### src/rtl/system_memory_v5_if.sv
// Bus bundle for system_memory_v5: parallel grid load, serial load and
// serial readout with its valid/ready handshake, plus status outputs.
interface system_memory_v5_if #(
   parameter int DATA_SIZE = 64,
   parameter int LANES     = 1
);
   localparam int BEATS = DATA_SIZE / LANES;
   localparam int CW    = (BEATS > 1) ? $clog2(BEATS) : 1;

   logic [DATA_SIZE-1:0] grid_in;
   logic                 run_mode;
   logic                 load_mode;
   logic [LANES-1:0]     serial_in;
   logic                 serial_in_valid;
   logic                 output_mode;
   logic                 serial_out_ready;
   logic [DATA_SIZE-1:0] system_mem_out;
   logic [LANES-1:0]     serial_out;
   logic                 serial_out_valid;
   logic                 busy;
   logic                 frame_done;
   logic [CW-1:0]        beat_count;

   // Driving side: the serial interface / grid calculator environment
   modport master (
      output grid_in, run_mode, load_mode, serial_in, serial_in_valid,
             output_mode, serial_out_ready,
      input  system_mem_out, serial_out, serial_out_valid, busy,
             frame_done, beat_count
   );

   // Memory side
   modport slave (
      input  grid_in, run_mode, load_mode, serial_in, serial_in_valid,
             output_mode, serial_out_ready,
      output system_mem_out, serial_out, serial_out_valid, busy,
             frame_done, beat_count
   );
endinterface

### src/rtl/system_memory_v5.sv
// Multi-lane grid frame memory. Stores one DATA_SIZE-bit frame, loads it
// in parallel from the grid calculator or serially LANES bits per beat,
// and reads it out serially as a rotation so the contents survive a
// complete readout unchanged.
module system_memory_v5 #(
   parameter int DATA_SIZE = 64,
   parameter int LANES     = 1
) (
   input  logic                clk,
   input  logic                reset,
   system_memory_v5_if.slave   bus
);
   localparam int BEATS = DATA_SIZE / LANES;
   localparam int CW    = (BEATS > 1) ? $clog2(BEATS) : 1;
   localparam logic [CW-1:0] LAST_BEAT = CW'(BEATS - 1);

   // A lane width that does not divide the frame would leave a ragged
   // final beat, so refuse to elaborate rather than silently truncate.
   if ((DATA_SIZE % LANES) != 0) begin : g_badLanes
      $error("system_memory_v5: DATA_SIZE must be a multiple of LANES");
   end

   typedef enum logic [1:0] {
      IDLE = 2'd0,
      LOAD = 2'd1,
      OUT  = 2'd2
   } state_t;

   state_t               r_state;
   state_t               w_nextState;
   logic [DATA_SIZE-1:0] r_mem;
   logic [DATA_SIZE-1:0] w_nextMem;
   logic [CW-1:0]        r_count;
   logic [CW-1:0]        w_nextCount;
   logic                 r_frameDone;
   logic                 w_nextFrameDone;

   logic                 w_loadBeat;
   logic                 w_lastBeat;
   logic [DATA_SIZE-1:0] w_shiftLoad;
   logic [DATA_SIZE-1:0] w_rotate;

   // Shift/rotate are written as shifts rather than part-selects so the
   // LANES == DATA_SIZE case needs no special handling.
   assign w_loadBeat  = bus.load_mode & bus.serial_in_valid;
   assign w_lastBeat  = (r_count == LAST_BEAT);
   assign w_shiftLoad = (r_mem << LANES) | DATA_SIZE'(bus.serial_in);
   assign w_rotate    = (r_mem << LANES) | DATA_SIZE'(r_mem[DATA_SIZE-1 -: LANES]);

   // Next-state logic: run_mode beats a serial beat beats a readout
   // request in IDLE; OUT ignores every mode input so a frame is atomic.
   always_comb begin
      w_nextState     = r_state;
      w_nextMem       = r_mem;
      w_nextCount     = r_count;
      w_nextFrameDone = 1'b0;
      case (r_state)
         IDLE: begin
            if (bus.run_mode) begin
               w_nextMem   = bus.grid_in;
               w_nextCount = '0;
            end else if (w_loadBeat) begin
               w_nextMem = w_shiftLoad;
               if (w_lastBeat) begin
                  w_nextCount     = '0;
                  w_nextFrameDone = 1'b1;
                  w_nextState     = IDLE;
               end else begin
                  w_nextCount = r_count + 1'b1;
                  w_nextState = LOAD;
               end
            end else if (bus.output_mode) begin
               w_nextState = OUT;
            end
         end
         LOAD: begin
            if (bus.run_mode) begin
               w_nextMem   = bus.grid_in;
               w_nextCount = '0;
               w_nextState = IDLE;
            end else if (w_loadBeat) begin
               w_nextMem = w_shiftLoad;
               if (w_lastBeat) begin
                  w_nextCount     = '0;
                  w_nextFrameDone = 1'b1;
                  w_nextState     = IDLE;
               end else begin
                  w_nextCount = r_count + 1'b1;
               end
            end
         end
         OUT: begin
            if (bus.serial_out_ready) begin
               w_nextMem = w_rotate;
               if (w_lastBeat) begin
                  w_nextCount     = '0;
                  w_nextFrameDone = 1'b1;
                  w_nextState     = IDLE;
               end else begin
                  w_nextCount = r_count + 1'b1;
               end
            end
         end
         default: begin
            w_nextState = IDLE;
            w_nextCount = '0;
         end
      endcase
   end

   // State, memory, beat counter and done pulse registers
   always_ff @(posedge clk or negedge reset) begin
      if (!reset) begin
         r_state     <= IDLE;
         r_mem       <= '0;
         r_count     <= '0;
         r_frameDone <= 1'b0;
      end else begin
         r_state     <= w_nextState;
         r_mem       <= w_nextMem;
         r_count     <= w_nextCount;
         r_frameDone <= w_nextFrameDone;
      end
   end

   assign bus.system_mem_out   = r_mem;
   assign bus.serial_out       = (r_state == OUT) ? r_mem[DATA_SIZE-1 -: LANES] : '0;
   assign bus.serial_out_valid = (r_state == OUT);
   assign bus.busy             = (r_state != IDLE);
   assign bus.frame_done       = r_frameDone;
   assign bus.beat_count       = r_count;
endmodule

### src/flat_wrapper.sv
// flat-port wrapper written by rule: the top's interface ports become plain ports
module system_memory_v5_flat 
#(
   parameter int DATA_SIZE = 64,
   parameter int LANES     = 1
)
  (clk, reset, bus_grid_in, bus_run_mode, bus_load_mode, bus_serial_in, bus_serial_in_valid, bus_output_mode, bus_serial_out_ready, bus_system_mem_out, bus_serial_out, bus_serial_out_valid, bus_busy, bus_frame_done, bus_beat_count);
  system_memory_v5_if #(.DATA_SIZE(DATA_SIZE), .LANES(LANES)) bus_i ();
  input  logic clk;
  input  logic reset;
  input wire logic [$bits(bus_i.grid_in)-1:0] bus_grid_in;
  input wire logic [$bits(bus_i.run_mode)-1:0] bus_run_mode;
  input wire logic [$bits(bus_i.load_mode)-1:0] bus_load_mode;
  input wire logic [$bits(bus_i.serial_in)-1:0] bus_serial_in;
  input wire logic [$bits(bus_i.serial_in_valid)-1:0] bus_serial_in_valid;
  input wire logic [$bits(bus_i.output_mode)-1:0] bus_output_mode;
  input wire logic [$bits(bus_i.serial_out_ready)-1:0] bus_serial_out_ready;
  output wire logic [$bits(bus_i.system_mem_out)-1:0] bus_system_mem_out;
  output wire logic [$bits(bus_i.serial_out)-1:0] bus_serial_out;
  output wire logic [$bits(bus_i.serial_out_valid)-1:0] bus_serial_out_valid;
  output wire logic [$bits(bus_i.busy)-1:0] bus_busy;
  output wire logic [$bits(bus_i.frame_done)-1:0] bus_frame_done;
  output wire logic [$bits(bus_i.beat_count)-1:0] bus_beat_count;
  assign bus_i.grid_in = bus_grid_in;
  assign bus_i.run_mode = bus_run_mode;
  assign bus_i.load_mode = bus_load_mode;
  assign bus_i.serial_in = bus_serial_in;
  assign bus_i.serial_in_valid = bus_serial_in_valid;
  assign bus_i.output_mode = bus_output_mode;
  assign bus_i.serial_out_ready = bus_serial_out_ready;
  assign bus_system_mem_out = bus_i.system_mem_out;
  assign bus_serial_out = bus_i.serial_out;
  assign bus_serial_out_valid = bus_i.serial_out_valid;
  assign bus_busy = bus_i.busy;
  assign bus_frame_done = bus_i.frame_done;
  assign bus_beat_count = bus_i.beat_count;
  system_memory_v5 #(.DATA_SIZE(DATA_SIZE), .LANES(LANES)) u_core (.clk(clk), .reset(reset), .bus(bus_i));
endmodule
### config.mk
export PLATFORM = sky130hd
export DESIGN_NAME = system_memory_v5_flat
export DESIGN_NICKNAME = d
export VERILOG_FILES = /design/src/rtl/system_memory_v5_if.sv /design/src/rtl/system_memory_v5.sv /design/src/flat_wrapper.sv
export SDC_FILE = /design/constraint.sdc
export NUM_CORES = 1
export LEC_CHECK = 0
export BUFFER_PORTS_ARGS = -buffer_cell sky130_fd_sc_hd__clkbuf_2
export CELL_PAD_IN_SITES_DETAIL_PLACEMENT = 2
export CELL_PAD_IN_SITES_GLOBAL_PLACEMENT = 2
export CORE_MARGIN = 1.5
export CORE_UTILIZATION = 26
export CTS_CLUSTER_DIAMETER = 50
export DETAILED_ROUTE_END_ITERATION = 8
export HOLD_SLACK_MARGIN = 0.03
export MAX_ROUTING_LAYER = met4
export PLACE_DENSITY_LB_ADDON = 0.1
export SYNTH_ARGS = -nofsm -noshare
export SYNTH_HDL_FRONTEND = slang
export SYNTH_SLANG_ARGS = --single-unit
### constraint.sdc
create_clock -name clk -period 1.4 [get_ports clk]
set_input_delay 0.14 -clock clk [delete_from_list [all_inputs] [get_ports clk]]
set_output_delay 0.14 -clock clk [all_outputs]
set_load 0.02 [all_outputs]
### Yosys cells after proc, flatten, opt, wreduce, memory -nomap -nowiden

Index checks and enable logic that the tools add are counted.

* flip-flop bits (word level): 73
* bits of input ports: 72
* output and inout bits: 74
* word-level logic and storage cells: 47

* add/sub/neg operators: 1
* equal/unequal tests: 8
* multiplexer cells: 24
* bitwise gates (word level): 3
* reductions and logical operators: 7

Operator list (count)
* 2-to-1 mux 64 bit: 3
* OR 64 x 1 -> 64 bit: 2
* case mux 64 bit (2 select lines): 1
* 2-to-1 mux 6 bit: 4
* 2-to-1 mux 2 bit: 7
* case mux 6 bit (2 select lines): 1
* adder 6 x 1 -> 6 bit (second input constant): 1
* == test 6 bit (second input constant): 1
* 2-to-1 mux 1 bit: 6
* != test 3 x 2 -> 1 bit (second input constant): 2
* case mux 2 bit (3 select lines): 1
* != test 2 bit (second input constant): 2
* AND reduction 4 bit: 1
* nonzero test 2 bit: 2
* != test 3 x 1 -> 1 bit (second input constant): 1
* AND reduction 3 bit: 1
* == test 2 x 1 -> 1 bit (second input constant): 1
* == test 2 bit (second input constant): 1
* logical NOT 2 bit: 1
* case mux 1 bit (2 select lines): 1
* AND reduction 2 bit: 1
* OR reduction 2 bit: 1
* bitwise AND 1 bit: 1

### Longest topological paths before layout

Gate-level depths: netlist of run 1.

* word-level depth: 5
* mapped depth: 8
* gate-level depth less buffers: 5

### Worst setup path after synthesis of run 1

Ideal clock, no wire load.

* path kind: register to register
* start point: register u_core.r_count[0] (netlist: u_core.bus.beat_count[0])
* end point: register u_core.r_count[0] (netlist: u_core.bus.beat_count[0])
* setup time: 0.138 ns
* data arrival time: 1.497 ns
* required time: 1.262 ns
* setup slack: -0.235 ns
* cell stages (with the launch flop): 6
* path buffers: 0
* clock period less this slack: 1.635 ns
* cells stage by stage: dfrtp_1 -> ha_1 -> nand3_1 -> or2_2 -> a311oi_1 -> a21oi_1

* word-level cells in the longest chain between the ends: 5
* elaborated cells on any way between the ends: 7
* those cells by class: 1 x add/sub; 1 x eq/ne; 5 x mux

RTL lines
* start, declared: line system_memory_v5.sv:33 `logic [CW-1:0] r_count;`
* start signal, assigned: line system_memory_v5.sv:121 `r_count <= w_nextCount;`
* adder 6 x 1 -> 6 bit / == test 6 bit (equally long branches)
* 2-to-1 mux 6 bit *: line system_memory_v5.sv:64, system_memory_v5.sv:83, system_memory_v5.sv:95
* 2-to-1 mux 6 bit: line system_memory_v5.sv:81 `end else if (w_loadBeat) begin`
* 2-to-1 mux 6 bit: line system_memory_v5.sv:77 `if (bus.run_mode) begin`
* case mux 6 bit (2 select lines) *: line system_memory_v5.sv:57 `case (r_state)`

Every way passes the cells marked *; elsewhere a longest branch is shown, timed or not. The select of a mux whose other input is x is not followed.
A chain may end at the register's enable or synchronous reset.

### Worst setup path after layout of run 1

* start point: register u_core.r_state[1]
* end point: register u_core.r_mem[27] (netlist: u_core.bus.system_mem_out[27])

* word-level cells in the longest chain between the ends: 4
* elaborated cells on any way between the ends: 9
* those cells by class: 4 x eq/ne; 1 x mux; 4 x reduce/logical

RTL lines
* start, declared: line system_memory_v5.sv:29 `state_t r_state;`
* start signal, assigned: line system_memory_v5.sv:119 `r_state <= w_nextState;`
* == test 2 x 1 -> 1 bit / logical NOT 2 bit (equally long branches): line system_memory_v5.sv:57
* OR reduction 2 bit (no line)
* != test 3 x 1 -> 1 bit (no line) / nonzero test 2 bit (equally long branches)
* AND reduction 3 bit (no line)
* end signal, assigned: line system_memory_v5.sv:120 `r_mem <= w_nextMem;`
* end, declared: line system_memory_v5.sv:31 `logic [DATA_SIZE-1:0] r_mem;`

Several ways; a longest one is shown, not always the timed one.

==> out/summary.json, run 1 <==
{
  "via_count_of_the_first_global_routing_pass": 3376,
  "r2r_slack_ns": -0.13,
  "top_level_ports": 146,
  "final_period_utilization_pct": 109.1,
  "area.growth.synth_to_final_pct": 50.89,
  "number_of_non_filler_instances_in_the_completed_layout": 692,
  "routed_wirelength_um": 11870,
  "cts_htree_levels": 3,
  "tritoncts.num_buffers": 9,
  "timing.setup.tns_ns": -5.353,
  "tritoncts_num_sinks": 73,
  "synth-warning-count": 0,
  "grt_pass1_wl_um": 17450,
  "worst_pin_slew_ns": 0.3926,
  "syn-cell-area_mm2": 0.003587,
  "vdd_ir_drop_max_mv": 0.9256,
  "post-layout-total-power_w": 0.01328,
  "layout.cells.most_common_list": "141 x sky130_fd_sc_hd__clkbuf_2, 69 x sky130_fd_sc_hd__dfrtp_1, 63 x sky130_fd_sc_hd__mux2i_1, 61 x sky130_fd_sc_hd__a21oi_1, 40 x sky130_fd_sc_hd__nor2_2",
  "holdCritPathClass": "in -> reg",
  "insertion_delay_to_the_later_sink_of_the_worst_skew_pair_ns": 0.33,
  "violations": "negative setup slack",
  "core_area_mm2": 0.01335,
  "fmax_ghz": 0.6547,
  "final.setup.worst_slack_ns": -0.1273,
  "drt-vias-per-instance": 4.608,
  "drt-wirelength-per-cell_um": 17.15,
  "synth_enable_flop_cells": 0,
  "cts_root_buffer": "sky130_fd_sc_hd__clkbuf_16",
  "clk_pin_slew_ns": 0.06,
  "layout_commonest_cell": "sky130_fd_sc_hd__clkbuf_2",
  "arrival_ns": 1.75,
  "timing.critical_path.to_type": "register",
  "static-leakage-power_nw": 2.697,
  "critical_path_peak_fanout": 22,
  "multi_input_comb_area_mm2": 0.001784,
  "post_synth_num_cell_types": 32,
  "tritoncts": "yes",
  "globalRoute.totalOverflow": 0,
  "chipWidth_um": 120.5,
  "worst_hold_check_slack_ns": 0.08222,
  "start_util_pct": 26.87,
  "synth.yosys.seq_area_share_pct": 50.92,
  "drv_cap": 0,
  "report.final.hold_viol_count": 0,
  "seqCellArea_mm2": 0.001832,
  "firstDrtPassIters": 3,
  "report.final.slew_viol_count": 0,
  "yosysTopAreaCell": "sky130_fd_sc_hd__dfrtp_1",
  "die_y_um": 120.5,
  "yosys-top-cells-area": "sky130_fd_sc_hd__dfrtp_1 51%, sky130_fd_sc_hd__mux2i_1 18%, sky130_fd_sc_hd__a21oi_1 9.3%",
  "flip_flop_and_latch_count_after_synthesis": 73,
  "cp.required_ns": 1.62,
  "setup_violations": 69,
  "post_route_cells_drive_above_1_share_pct": 53.49,
  "dpl.hpwl_um": 7886,
  "gpl.final_weighted_congestion": 0.7628,
  "mappedNetlistNets": 409,
  "floorplan.die_area_mm2": 0.01451,
  "detailroute.via_count": 3189,
  "syn_avg_cell_area_um2": 10.68,
  "final_stage_net_count": 585,
  "dr.first_iter.drc_count": 83,
  "synth_cells": 336,
  "synth.top_cell.area_share_pct": 50.92,
  "result_of_the_run": "finished, violations left",
  "floorplan_row_count": 42,
  "count_of_port_buffers_added_during_placement": 145,
  "grt_max_degree": 63,
  "power_per_cell_area_mw_per_mm2": 2454,
  "filler_cell_count": 1475,
  "start_kind": "register",
  "antenna_left": 0,
  "worstSetupPathType": "reg -> reg",
  "rsz0062_at_grt": "yes",
  "worst_slew_margin_rel_pct": 73.83,
  "n_antenna_cell": 0,
  "period_minus_slack_ns": 1.527,
  "drt_drc_violations_left": 0,
  "number_of_antenna_violations_at_the_first_check_in_global_routing": 0,
  "grt_util_all_layers_pct": 15.87,
  "async_reset_ff_share_pct": 100.0,
  "fin_worst_skew_ns": 0.003703,
  "clk_path_buf_depth": 2,
  "synthFlopType": "sky130_fd_sc_hd__dfrtp_1",
  "placed_cells_incl_taps": 659
}
-- cells in the mapped netlist (2+ instances only) --
| master | number |
|---|---|
| sky130_fd_sc_hd__dfrtp_1 | 73 |
| sky130_fd_sc_hd__nand3_1 | 4 |
| sky130_fd_sc_hd__buf_12 | 7 |
| sky130_fd_sc_hd__mux2i_1 | 66 |
| sky130_fd_sc_hd__or2_2 | 2 |
| sky130_fd_sc_hd__buf_6 | 3 |
| sky130_fd_sc_hd__inv_1 | 3 |
| sky130_fd_sc_hd__nand2_1 | 6 |
| sky130_fd_sc_hd__o21ai_0 | 5 |
| sky130_fd_sc_hd__buf_2 | 12 |
| sky130_fd_sc_hd__a21o_1 | 2 |
| sky130_fd_sc_hd__a21oi_1 | 67 |
| sky130_fd_sc_hd__nor2_1 | 66 |
| sky130_fd_sc_hd__o21bai_1 | 2 |
-- where the power goes --
part	internal (W)	leakage [nW]	total (W)	switching [W]
logic	0.00301	1.74	0.00691	0.00390
registers	0.00308	0.804	0.00403	0.000955
clock network	0.00146	0.148	0.00234	0.000879
-- cell type report --
class | count | share of cell area (%)
repair buffers | 187 | 23.44
inverters | 3 | 0.2080
multi-input cells | 238 | 32.96
well taps | 176 | 4.068
clock inverters | 3 | 0.7397
clock buffers | 12 | 4.739
flip-flops and latches | 73 | 33.84
-- flip-flops by register name, summed over array words and instances, names as in the netlist --
register and cells:
u_core.r_state 2, u_core.bus.system_mem_out 64, u_core.bus.beat_count 6, u_core.bus.frame_done 1
-- timing repair --
| item | 4_1_cts | 5_1_grt |
|---|---|---|
| pin swaps | 4 | 6 |
| setup buffers | 6 | 5 |
| endpoints found under the hold margin | 74 | 0 |
| cloned | 0 | 5 |
| gates resized for setup | 57 | 36 |
| setup endpoints to repair | 70 | 75 |
| hold buffers | 2 | 0 |
-- logic make-up (layout without fill, tap and decap cells) --
kind of cell,Yosys count,count (layout),share of synthesized area [%]
buf+inv,26,205,7.185
mux,66,66,18.42
simple gates,87,88,10.64
flops,73,73,50.92
compound gates,83,83,12.49
fa+ha+maj,1,1,0.3487
-- metrics by stage --
step | setup slack (ns) | cell area [um2] | util (%)
3_3_place_gp | -0.04862 | 4606 | 34.51
4_1_cts | -0.1059 | 5131 | 38.44
3_5_place_dp | -0.1448 | 4606 | 34.51
2_1_floorplan | -0.08459 | 3605 | -
6_report | -0.1273 | 5413 | 40.55
5_1_grt | -0.1932 | 5413 | 40.55
-- per-layer routing --
layer	vias up	global-route usage (%)	share of wire (%)
met2	86	25.50	49
met5	-	-	0
met4	0	6.176	1.3
met3	11	2.736	4.4
li1	1515	-	-
met1	1577	20.02	46
-- path summary, 6_finish.rpt --
| kind | start | to | cells past startpoint |
|---|---|---|---|
| worst max-delay path | u_core.r_state[1] | u_core.bus.system_mem_out[27] | 8 |
| worst min-delay path | bus_grid_in[13] | u_core.bus.system_mem_out[13] | 3 |
| worst max register to register | u_core.r_state[1] | u_core.bus.system_mem_out[27] | 8 |
| worst min register to register | u_core.bus.system_mem_out[0] | u_core.bus.system_mem_out[0] | 2 |
| max in group asynchronous | reset | u_core.bus.system_mem_out[46] | 3 |
| min in group asynchronous | reset | u_core.bus.system_mem_out[50] | 2 |
-- critical path, stage by stage, from the launching register on --
cell and delay, ns:
sky130_fd_sc_hd__dfrtp_2 0.43, sky130_fd_sc_hd__buf_6 0.13, sky130_fd_sc_hd__a211oi_2 0.17, sky130_fd_sc_hd__buf_4 0.16
sky130_fd_sc_hd__a21oi_4 0.04, sky130_fd_sc_hd__buf_12 0.16, sky130_fd_sc_hd__buf_12 0.16, sky130_fd_sc_hd__nor2_2 0.11
sky130_fd_sc_hd__a21oi_2 0.04
Power figures use the tool's default switching activity.
==> run 2: changes to the inputs <==
Settings changed: RECOVER_POWER set to 100.
==> out/summary.json, run 2 (synthesis gave the netlist of run 1 again) <==
{
  "period_minus_slack_ns": 1.525,
  "violations": "negative setup slack",
  "worst_pin_slew_ns": 0.7761,
  "rsz0062_at_grt": "yes",
  "setup_violations": 69,
  "insertion_delay_to_the_later_sink_of_the_worst_skew_pair_ns": 0.33,
  "timing.critical_path.to_type": "register",
  "dpl.hpwl_um": 7886,
  "firstDrtPassIters": 4,
  "count_of_port_buffers_added_during_placement": 145,
  "floorplan.die_area_mm2": 0.01451,
  "top_level_ports": 146,
  "vdd_ir_drop_max_mv": 0.9030,
  "cp-startpoint": "u_core.r_state[1]",
  "grt_pass1_wl_um": 17450,
  "via_count_of_the_first_global_routing_pass": 3376,
  "cts_htree_levels": 3,
  "post-layout-total-power_w": 0.01302,
  "power_per_cell_area_mw_per_mm2": 2454,
  "static-leakage-power_nw": 2.490,
  "grt_max_degree": 63,
  "worst_slew_margin_rel_pct": 48.26,
  "start_kind": "register",
  "cp.required_ns": 1.62,
  "gpl.final_weighted_congestion": 0.7628,
  "n_antenna_cell": 0,
  "worstSetupPathType": "reg -> reg",
  "fin_worst_skew_ns": 0.003472,
  "number_of_antenna_violations_at_the_first_check_in_global_routing": 0,
  "layout_commonest_cell": "sky130_fd_sc_hd__clkbuf_1",
  "tritoncts.num_buffers": 9,
  "final_period_utilization_pct": 108.9,
  "die_y_um": 120.5,
  "arrival_ns": 1.74,
  "pre_cts_slack_ns": -0.1448,
  "r2r_start": "u_core.r_state[1]",
  "critical_path_peak_fanout": 22,
  "clk_path_buf_depth": 2,
  "tritoncts_num_sinks": 73,
  "tritoncts": "yes",
  "cts_root_buffer": "sky130_fd_sc_hd__clkbuf_16",
  "drv_cap": 0,
  "routed_wirelength_um": 11910,
  "drt_drc_violations_left": 0,
  "report.final.hold_viol_count": 0,
  "drt-vias-per-instance": 4.607,
  "report.final.slew_viol_count": 0,
  "detailroute.via_count": 3188,
  "antenna_left": 0,
  "final_stage_net_count": 585,
  "final.setup.worst_slack_ns": -0.1246,
  "chipWidth_um": 120.5,
  "fmax_ghz": 0.6559,
  "dr.first_iter.drc_count": 83,
  "globalRoute.totalOverflow": 0,
  "start_util_pct": 26.87,
  "holdCritPathClass": "in -> reg",
  "post-route-util_pct": 39.76,
  "largest_register_ffs": 64,
  "result_of_the_run": "finished, violations left",
  "post_route_cells_drive_above_1_share_pct": 39.34,
  "area.growth.synth_to_final_pct": 47.96,
  "clk_pin_slew_ns": 0.06,
  "drt-wirelength-per-cell_um": 17.21,
  "layout.cells.most_common_list": "73 x sky130_fd_sc_hd__clkbuf_1, 70 x sky130_fd_sc_hd__clkbuf_2, 69 x sky130_fd_sc_hd__dfrtp_1, 63 x sky130_fd_sc_hd__mux2i_1, 61 x sky130_fd_sc_hd__a21oi_1",
  "worst_hold_startpoint": "bus_grid_in[13]",
  "floorplan_row_count": 42,
  "core_area_mm2": 0.01335,
  "grt_util_all_layers_pct": 15.87
}
run 2: changes by cell type in the layout (fill, tap and decap cells not counted), sizes merged:
cell    before  now
clkbuf     157  158
buf         40   39
run 2: worst paths after layout:
check                                           endpoint  slack, ns  depth (start not counted)
min                        u_core.bus.system_mem_out[13]       0.08                          3
max in group asynchronous  u_core.bus.system_mem_out[33]       0.16                          3
max                        u_core.bus.system_mem_out[27]      -0.12                          8
min in group asynchronous  u_core.bus.system_mem_out[50]       0.40                          2
min reg2reg                 u_core.bus.system_mem_out[0]       0.56                          2
max reg2reg                u_core.bus.system_mem_out[27]      -0.12                          8
run 2: per-stage QoR:
step / std cells / cell area [um2] / hold WS [ns] / TNS [ns]
6_report: 692 / 5308 / 0.08196 / -5.535
5_1_grt: 692 / 5308 / 0.08790 / -10.42
4_1_cts: 682 / 5131 / 0.07407 / -3.299
3_5_place_dp: 659 / 4606 / 0.001998 / -6.765
3_3_place_gp: 659 / 4606 / -0.002086 / -0.8846
2_1_floorplan: 336 / 3605 / -0.1556 / -4.783
run 2: worst max-delay path: stages, from the launching register on:
cell                       delay, ns
sky130_fd_sc_hd__dfrtp_2        0.43
sky130_fd_sc_hd__buf_6          0.13
sky130_fd_sc_hd__a211oi_2       0.17
sky130_fd_sc_hd__buf_4          0.16
sky130_fd_sc_hd__a21oi_4        0.04
sky130_fd_sc_hd__buf_12         0.16
sky130_fd_sc_hd__buf_12         0.16
sky130_fd_sc_hd__nor2_2         0.11
sky130_fd_sc_hd__a21oi_2        0.04
run 2: area by class of cell:
type / instances / area (um2)
tap: 176 / 220.2
fill: 1488 / 8040
inverter: 3 / 11.26
sequential: 73 / 1832
multi-input combinational: 238 / 1772
timing repair buffer: 187 / 1176
clock buffer: 12 / 256.5
clock inverter: 3 / 40.04
run 2: what timing repair did:
action                                  4_1_cts  5_1_grt
endpoints found under the setup margin       70       75
pin swaps                                     4        6
hold endpoints to repair                     74        0
hold buffers                                  2        0
gates resized for setup                      57       36
buffers inserted                              6        5
cloned                                        0        5
run 2: metal layers:
metal,vias up,global-route usage (%),wire length [um]
li1,1517,-,-
met1,1574,20.02,5367
met2,86,25.50,5819
met3,11,2.736,564
met4,0,6.176,160
met5,-,-,0
run 2: where the power goes:
part / leakage, nW / switching [W] / internal (W)
logic: 1.54 / 0.00390 / 0.00277
clock network: 0.148 / 0.000880 / 0.00146
registers: 0.804 / 0.000936 / 0.00308
==> run 3: changes to the inputs <==
Settings changed: ABC_AREA set to 1, CORE_UTILIZATION 26 to 23.
==> out/summary.json, run 3 <==
{
  "firstDrtPassIters": 4,
  "worst_slew_margin_rel_pct": 50.92,
  "critical_path.cell_chain": "buf_6, nand3b_4, nand3_4, buf_12, clkbuf_16, nand2_1, nand2_1",
  "floorplan_row_count": 47,
  "grt_util_all_layers_pct": 19.32,
  "mappedNetlistNets": 647,
  "tritoncts": "yes",
  "antenna_left": 0,
  "final_stage_net_count": 810,
  "cts_htree_levels": 3,
  "layout.cells.most_common_list": "297 x sky130_fd_sc_hd__nand2_1, 72 x sky130_fd_sc_hd__clkbuf_1, 72 x sky130_fd_sc_hd__dfrtp_1, 71 x sky130_fd_sc_hd__clkbuf_2, 67 x sky130_fd_sc_hd__nand3_1",
  "critical_path_peak_fanout": 6,
  "drv_cap": 0,
  "drt_drc_violations_left": 0,
  "r2r_slack_ns": -0.05,
  "fin_worst_skew_ns": 0.007940,
  "filler_cell_count": 2019,
  "worst_hold_startpoint": "bus_grid_in[12]",
  "worst_hold_check_slack_ns": 0.1270,
  "number_of_non_filler_instances_in_the_completed_layout": 961,
  "rsz0062_at_grt": "yes",
  "drt-vias-per-instance": 4.545,
  "die_y_um": 133.9,
  "tritoncts_num_sinks": 73,
  "dpl.hpwl_um": 10700,
  "drt-wirelength-per-cell_um": 17.37,
  "syn-cell-area_mm2": 0.003943,
  "final.setup.worst_slack_ns": -0.04765,
  "start_kind": "register",
  "timing.setup.tns_ns": -0.9712,
  "worstSetupPathType": "reg -> reg",
  "global_route.usage.met2_pct": 33.22,
  "vdd_ir_drop_max_mv": 0.7190,
  "crit_path_frequent_cell": "sky130_fd_sc_hd__nand2_1",
  "synth.top_cell.area_share_pct": 46.33,
  "holdCritPathClass": "in -> reg",
  "post_synth_num_cell_types": 21,
  "arrival_ns": 1.67,
  "number_of_antenna_violations_at_the_first_check_in_global_routing": 0,
  "gpl.final_weighted_congestion": 0.7886,
  "synth_enable_flop_cells": 0,
  "count_of_port_buffers_added_during_placement": 145,
  "clk_pin_slew_ns": 0.06,
  "detailroute.via_count": 4368,
  "max_stage_delay_ns": 0.45,
  "routed_wirelength_um": 16700,
  "cts_root_buffer": "sky130_fd_sc_hd__clkbuf_16",
  "post-layout-total-power_w": 0.01413,
  "grt_pass1_wl_um": 26120,
  "power_per_cell_area_mw_per_mm2": 2420,
  "flip_flop_and_latch_count_after_synthesis": 73,
  "cp.required_ns": 1.63,
  "report.final.hold_viol_count": 0,
  "placed_cells_incl_taps": 929,
  "cp_slowest_cell": "sky130_fd_sc_hd__dfrtp_2",
  "report.final.slew_viol_count": 0,
  "worst_pin_slew_ns": 0.7361,
  "post-route-util_pct": 35.08,
  "clk_path_buf_depth": 2,
  "grt_max_degree": 74,
  "layout_commonest_cell": "sky130_fd_sc_hd__nand2_1",
  "globalRoute.totalOverflow": 0,
  "yosysTopAreaCell": "sky130_fd_sc_hd__dfrtp_1",
  "floorplan.die_area_mm2": 0.01794,
  "r2r_start": "u_core.r_state[1]",
  "synthFlopType": "sky130_fd_sc_hd__dfrtp_1",
  "top_level_ports": 146,
  "grt_use_met1_pct": 23.33,
  "insertion_delay_to_the_later_sink_of_the_worst_skew_pair_ns": 0.34,
  "syn_avg_cell_area_um2": 6.869,
  "netlist_top_cells_count": "349 x sky130_fd_sc_hd__nand2_1, 73 x sky130_fd_sc_hd__dfrtp_1, 69 x sky130_fd_sc_hd__nand3_1",
  "n_antenna_cell": 0,
  "async_reset_ff_share_pct": 100.0,
  "gr-usage-met3_pct": 3.401,
  "cp-startpoint": "u_core.r_state[1]",
  "grt.busiest_layer": "met2",
  "synth-warning-count": 0,
  "largest_register_ffs": 64,
  "post_route_cells_drive_above_1_share_pct": 26.99,
  "via_count_of_the_first_global_routing_pass": 4867,
  "violations": "negative setup slack",
  "dr.first_iter.drc_count": 107,
  "synth.yosys.seq_area_share_pct": 46.33,
  "cell_type_group_with_the_largest_total_delay_on_the_critical_path": "buffers and inverters",
  "fmax_ghz": 0.6908,
  "core_area_mm2": 0.01664,
  "synthMostInstantiatedCell": "sky130_fd_sc_hd__nand2_1",
  "result_of_the_run": "finished, violations left",
  "final_period_utilization_pct": 103.4,
  "synth_cells": 574,
  "start_util_pct": 23.69,
  "yosys-top-cells-area": "sky130_fd_sc_hd__dfrtp_1 46%, sky130_fd_sc_hd__nand2_1 33%, sky130_fd_sc_hd__nand3_1 8.8%",
  "chipWidth_um": 133.9,
  "area.growth.synth_to_final_pct": 48.08,
  "setup_violations": 49,
  "period_minus_slack_ns": 1.448,
  "static-leakage-power_nw": 3.227,
  "timing.critical_path.to_type": "register",
  "cp_num_buf_inv": 3,
  "tritoncts.num_buffers": 9
}
[run 3: layer usage]
layer,wire (um),vias up
li1,-,2104
met1,7507,2170
met2,8431,82
met3,602,12
met4,155,0
met5,0,-
[run 3: cells by family after synthesis]
group,synth area share [%]
adder cells (fa/ha/maj),0.3173
XOR/XNOR,0.2222
buffers and inverters,6.887
AO/OA/AOI/OAI,1.365
flip-flops,46.33
AND/OR/NAND/NOR,44.87
[run 3: area by class of cell]
type                       instances  area (um2)  share of cell area [%]
multi-input combinational        451        2123                   36.37
tap                              220       275.3                   4.715
inverter                          15       71.32                   1.222
clock inverter                     2       13.76                  0.2357
timing repair buffer             187        1266                   21.69
sequential                        73        1828                   31.31
clock buffer                      13       260.3                   4.458
[run 3: path summary, 6_finish.rpt]
check	end	cells past startpoint
hold / removal	u_core.bus.system_mem_out[12]	5
setup reg to reg	u_core.bus.system_mem_out[37]	7
min in group asynchronous	u_core.bus.system_mem_out[52]	3
max in group asynchronous	u_core.r_state[1]	3
hold reg to reg	u_core.bus.system_mem_out[62]	2
setup / recovery	u_core.bus.system_mem_out[37]	7
[run 3: power breakdown]
group	internal [W]	leakage, nW	switching [W]
logic	0.00303	2.16	0.00498
clock network	0.00129	0.136	0.000925
registers	0.00299	0.934	0.000911
[run 3: stage by stage]
step,setup slack [ns],instance area (um2)
floorplan,0.06767,3943
global placement,0.007167,5019
detailed placement,-0.09678,5019
CTS,-0.07041,5594
global route,-0.1127,5838
finish,-0.04765,5838
[run 3: tightest hold or removal path: stages]
cell                       delay, ns
sky130_fd_sc_hd__clkbuf_2       0.08
sky130_fd_sc_hd__nand3_1        0.07
sky130_fd_sc_hd__nand2_1        0.05
sky130_fd_sc_hd__nand2_1        0.05
sky130_fd_sc_hd__nand2_1        0.04
[run 3: timing repair]
action	in CTS	in global routing
pin swaps	1	29
resized for setup	39	84
endpoints found under the setup margin	71	73
buffers inserted	6	4
hold buffers	1	0
gates cloned	4	2
hold endpoints to repair	73	0
